## src/rtl/ram_sync_clr.sv

```systemverilog
// Single-port synchronous RAM with registered read data, valid strobe and a clear sweep engine.
// Define RAM_OUTREG_EN to add a second output register (read latency 2 instead of 1).
module ram_sync_clr #(
  parameter int                DATA_W    = 8,
  parameter int                ADDR_W    = 8,
  parameter int                DEPTH     = 256,
  parameter logic [DATA_W-1:0] CLEAR_VAL = '0
) (
  input  logic              clk,
  input  logic              rst,
  input  logic              cs,
  input  logic              w_r,
  input  logic [ADDR_W-1:0] address,
  input  logic [DATA_W-1:0] data,
  input  logic              clr,
  output logic [DATA_W-1:0] out,
  output logic              out_valid,
  output logic              busy
);

  typedef enum logic {CLEAR, READY} state_e;

  localparam logic [ADDR_W-1:0] LAST_PTR    = ADDR_W'(DEPTH - 1);
  localparam logic [ADDR_W:0]   DEPTH_LIMIT = (ADDR_W + 1)'(DEPTH);

  state_e              state_q;
  logic [ADDR_W-1:0]   ptr_q;
  logic [DATA_W-1:0]   mem [DEPTH];

  logic                in_range;
  logic                acc_ok;
  logic                rd_en;
  logic                mem_we;
  logic [ADDR_W-1:0]   mem_waddr;
  logic [DATA_W-1:0]   mem_wdata;

  logic [DATA_W-1:0]   rd_data_q;
  logic                rd_valid_q;

  // A clear request in READY takes priority over any access in the same cycle.
  always_comb begin
    in_range  = ({1'b0, address} < DEPTH_LIMIT);
    acc_ok    = (state_q == READY) && !clr && cs;
    rd_en     = acc_ok && !w_r;
    mem_we    = (state_q == CLEAR) || (acc_ok && w_r && in_range);
    mem_waddr = (state_q == CLEAR) ? ptr_q : address;
    mem_wdata = (state_q == CLEAR) ? CLEAR_VAL : data;
  end

  assign busy = (state_q == CLEAR);

  // NOTE: sequential state uses non-blocking assignments so every register samples pre-edge values.
  always_ff @(posedge clk or posedge rst) begin
    if (rst) begin
      state_q <= CLEAR;
      ptr_q   <= '0;
    end else begin
      case (state_q)
        CLEAR: begin
          ptr_q <= ptr_q + ADDR_W'(1);
          if (ptr_q == LAST_PTR) state_q <= READY;
        end
        READY: begin
          if (clr) begin
            state_q <= CLEAR;
            ptr_q   <= '0;
          end
        end
        default: state_q <= CLEAR;
      endcase
    end
  end

  // NOTE: the array has no reset; the clear sweep gives it defined content instead.
  always_ff @(posedge clk) begin
    if (mem_we) mem[mem_waddr] <= mem_wdata;
  end

  always_ff @(posedge clk or posedge rst) begin
    if (rst) begin
      rd_data_q  <= '0;
      rd_valid_q <= 1'b0;
    end else begin
      rd_valid_q <= rd_en;
      if (rd_en) rd_data_q <= in_range ? mem[address] : '0;
    end
  end

`ifdef RAM_OUTREG_EN
  logic [DATA_W-1:0] out_q;
  logic              out_valid_q;

  // The second stage always advances, so a read already in stage one finishes across a clr.
  always_ff @(posedge clk or posedge rst) begin
    if (rst) begin
      out_q       <= '0;
      out_valid_q <= 1'b0;
    end else begin
      out_valid_q <= rd_valid_q;
      if (rd_valid_q) out_q <= rd_data_q;
    end
  end

  assign out       = out_q;
  assign out_valid = out_valid_q;
`else
  assign out       = rd_data_q;
  assign out_valid = rd_valid_q;
`endif

endmodule
```

## config.mk

```make
export PLATFORM = sky130hd
export DESIGN_NAME = ram_sync_clr
export DESIGN_NICKNAME = d
export VERILOG_FILES = /design/src/rtl/ram_sync_clr.sv
export SDC_FILE = /design/constraint.sdc
export NUM_CORES = 2
export LEC_CHECK = 0
export BUFFER_PORTS_ARGS = -buffer_cell sky130_fd_sc_hd__buf_2
export CAP_MARGIN = 20
export CORE_UTILIZATION = 57
export CTS_CLUSTER_DIAMETER = 150
export DETAILED_ROUTE_END_ITERATION = 10
export PLACE_DENSITY_LB_ADDON = 0.1
export SLEW_MARGIN = 20
export SYNTH_ARGS = -nofsm -noshare
export SYNTH_HDL_FRONTEND = slang
export SYNTH_SLANG_ARGS = --single-unit
```

## constraint.sdc

```tcl
create_clock -name clk -period 10.4 [get_ports clk]
set_input_delay 2.08 -clock clk [delete_from_list [all_inputs] [get_ports clk]]
set_output_delay 2.08 -clock clk [all_outputs]
set_load 0.01 [all_outputs]
```

==> results.tsv <==
stage	metric	value	unit
sta	WHS	610	ps
sta	upper clock frequency limit	178	MHz
yosys	Avg Cell Area, Syn	20.1	sq um
grt	first-pass GRT wire length	289	mm
yosys	sequential fraction of the synthesis area	0.768	
critical_path	endpoint class of the critical path	register	
routing	total vias in the final route	40546	
sta	Final Hold Vio Count	0	
routing	Routed Antenna Nets	0	
clock_tree	CTS clk-pin slew, worst paths	60	ps
routing	Routed WL per cell	32.9	um
critical_path	crit path max fanout	53	
die	die height	378	um
clock_tree	PostCTS Resize Cnt	0	
grt	total congestion overflow	0	
min_path	path type of the worst min-delay path	register to register	
die	Die X	378	um
critical_path	CP max stage cell	o31ai_1	
routing	iteration-0 DRC count of the detailed router	4930	
die	Core Rows	137	
grt	initial antenna violation count	15	
sta	Pins Over Slew Limit	0	
sta	Setup-failing EPs final	0	
die	die area	143000	sq um
critical_path	Worst EP arrival	6060	ps
sta	RSZ-0062 raised after global routing	no	
die	Core ar.	140000	sq um
cells_and_area	nets	4134	
yosys	Synth Register Bits	2066	
clock_tree	Skew-Pair Late Insertion Delay	830	ps
cells_and_area	commonest non-fill, non-tap cell in the layout	edfxtp_1	
sta	relative slew slack	0.141	
critical_path	Crit path required time	10840	ps
clock_tree	Root Buffer	clkbuf_16	
sta	Period minus WS final	5610	ps
yosys	synthesized cell area	80700	sq um
cells_and_area	antenna fix cells	0	
cells_and_area	Layout Area Growth over Synthesis	10.2	%
clock_tree	CTS tree	done	
status	status	completed	
yosys	Syn. warnings	0	
cells_and_area	Final Cell Area	89000	sq um
grt	Total GRT Usage	0.288	
cells_and_area	share of layout cells above drive strength 1	0.190	
yosys	most common flop cell mapped by yosys	edfxtp_1	
yosys	Post-synth EDFFs	2048	
placement	# placed instances	5781	
routing	drt drc	0	
die	Starting Density	0.576	
clock_tree	CTS Buffer Depth	3	
sta	total negative slack	0	ps
yosys	Post-synth ARST share	0.00871	
cells_and_area	most frequent cells in the layout	2048 x edfxtp_1, 363 x mux4_2, 304 x mux2i_1	
clock_tree	Setup Buffers After CTS	0	
sta	Final Cycle Share	0.540	
clock_tree	cts-stage hold buffer count	0	
cells_and_area	Cell Count, Final, Fillers Out	6151	
yosys	Syn Nets	4046	
placement	Placed Instance Area	82600	sq um
grt	largest net degree at the start of global routing	193	
grt	number of global-route vias before repair	39626	
clock_tree	CTS Sinks	2066	
placement	number of port buffers	30	
yosys	Mapped Cells	4024	
critical_path	Critical Path Max Stage Delay	1060	ps
flow_run	total of max-cap violations	0	
clock_tree	H-tree depth	4	
pwr	P_leak	0.0286	uW
critical_path	CP Launch Type	input port	
die	IO Pins	31	
sta	worst slew pin tran	1260	ps
sta	clk_skew	26.8	ps
pwr	PD cells	196	nW/um^2
cells_and_area	final core area utilization	0.635	
placement	HPWL after DPL	121	mm
critical_path	WS Path Type	input port to register	
critical_path	cells along the critical path	buf_4 -> buf_12 -> inv_4 -> o31ai_1 -> nand2_1 -> nor2_1	
clock_tree	total CTS buffers	202	
routing	Vias/cell	6.59	
yosys	Cell variety after synth	65	
routing	First-pass DRT Iterations	6	
routing	drt total wl	202	mm
placement	routability cong.	0.907	
pwr	highest ir drop seen on vdd	0.160	mV
cells in the mapped netlist (4+ instances only):
| cell type | n | area share |
|---|---|---|
| or2_2 | 12 | 0.00093 |
| buf_8 | 5 | 0.00093 |
| clkbuf_1 | 87 | 0.0040 |
| o22ai_1 | 108 | 0.0084 |
| nor2b_1 | 6 | 0.00047 |
| a32oi_1 | 9 | 0.00098 |
| o21ai_0 | 36 | 0.0022 |
| nor2_1 | 270 | 0.013 |
| nand2_1 | 146 | 0.0068 |
| and2_1 | 17 | 0.0013 |
| or3b_2 | 4 | 0.00043 |
| buf_2 | 67 | 0.0042 |
| or3_1 | 6 | 0.00047 |
| buf_6 | 34 | 0.0047 |
| nand3b_1 | 4 | 0.00037 |
| nor3_1 | 39 | 0.0024 |
| a211oi_1 | 49 | 0.0046 |
| nand4_1 | 8 | 0.00062 |
| buf_12 | 9 | 0.0022 |
| a2111oi_0 | 22 | 0.0024 |
| a211o_1 | 4 | 0.00043 |
| dfrtp_1 | 18 | 0.0056 |
| a21oi_1 | 53 | 0.0033 |
| mux4_2 | 363 | 0.10 |
| and3_1 | 4 | 0.00031 |
| a31oi_1 | 16 | 0.0012 |
| inv_1 | 7 | 0.00033 |
| a22oi_1 | 70 | 0.0065 |
| nor4_1 | 6 | 0.00047 |
| mux4_1 | 7 | 0.0023 |
| nand3_1 | 25 | 0.0016 |
| o221ai_1 | 54 | 0.0059 |
| buf_1 | 11 | 0.00051 |
| mux2i_1 | 304 | 0.038 |
| edfxtp_1 | 2048 | 0.76 |
| nor3b_1 | 4 | 0.00037 |
| a22o_1 | 7 | 0.00076 |
| nand2b_1 | 14 | 0.0011 |
| buf_4 | 25 | 0.0023 |
sequential cells by signal, summed over array words and instances, names as in the netlist:
signal / cells
mem: 2048
state_q: 1
out: 8
ptr_q: 8
out_valid: 1
layout make-up:
class	count	area [sq um]
Clock buffer	251	5340
Timing Repair Buffer	122	1020
Inverter	10	40.0
Multi-Input combinational cell	1710	17300
Fill cell	9593	51100
Tap cell	1876	2350
Clock inverter	116	947
Sequential cell	2066	61900
where the power goes:
part	switching, uW	internal [uW]	leakage, uW	total [uW]
combinational	853	343	0.00632	1200
sequential	60.9	9190	0.0192	9250
clock	3060	3980	0.00306	7030
critical path, delay by kind of cell:
kind | cells | cell delay, ps
and+or+nand+nor | 2 | 1830
AOI/OAI and AO/OA | 1 | 1060
buffers and inverters | 3 | 1000
layer usage:
layer,vias up,track usage,part of all wire
met4,14,0.0937,0.032
met2,1960,0.434,0.46
met1,21332,0.419,0.41
li1,16855,-,-
met3,385,0.0675,0.094
met5,-,0,0.00048
stage by stage:
stage / total power (uW) / setup WS [ps]
6_report: 17500 / 4790
5_1_grt: 17900 / 4770
4_1_cts: 17500 / 5000
3_5_place_dp: 10600 / 4110
3_3_place_gp: 10600 / 3900
2_1_floorplan: 10100 / 4230
logic make-up (layout without fill, tap and decap cells):
group           Yosys count  count (layout)  synth area share
compound gates          462             462            0.0405
fa+ha+maj                 1               1          0.000155
buf+inv                 248             499            0.0194
flops                  2066            2066             0.768
mux                     676             676             0.142
simple gates            571             571            0.0307
final timing paths:
path                       startpoint           to  slack (ps)  cells after the start
setup / recovery           address[4]  mem[209][3]        4790                      6
hold / removal               ptr_q[6]     ptr_q[6]         610                      1
setup reg to reg              state_q  mem[209][3]        5420                      5
hold reg to reg              ptr_q[6]     ptr_q[6]         610                      1
max in group asynchronous         rst     ptr_q[4]        8220                      2
min in group asynchronous         rst       out[3]        1570                      2
No activity file was read; power rests on OpenSTA's default activity.
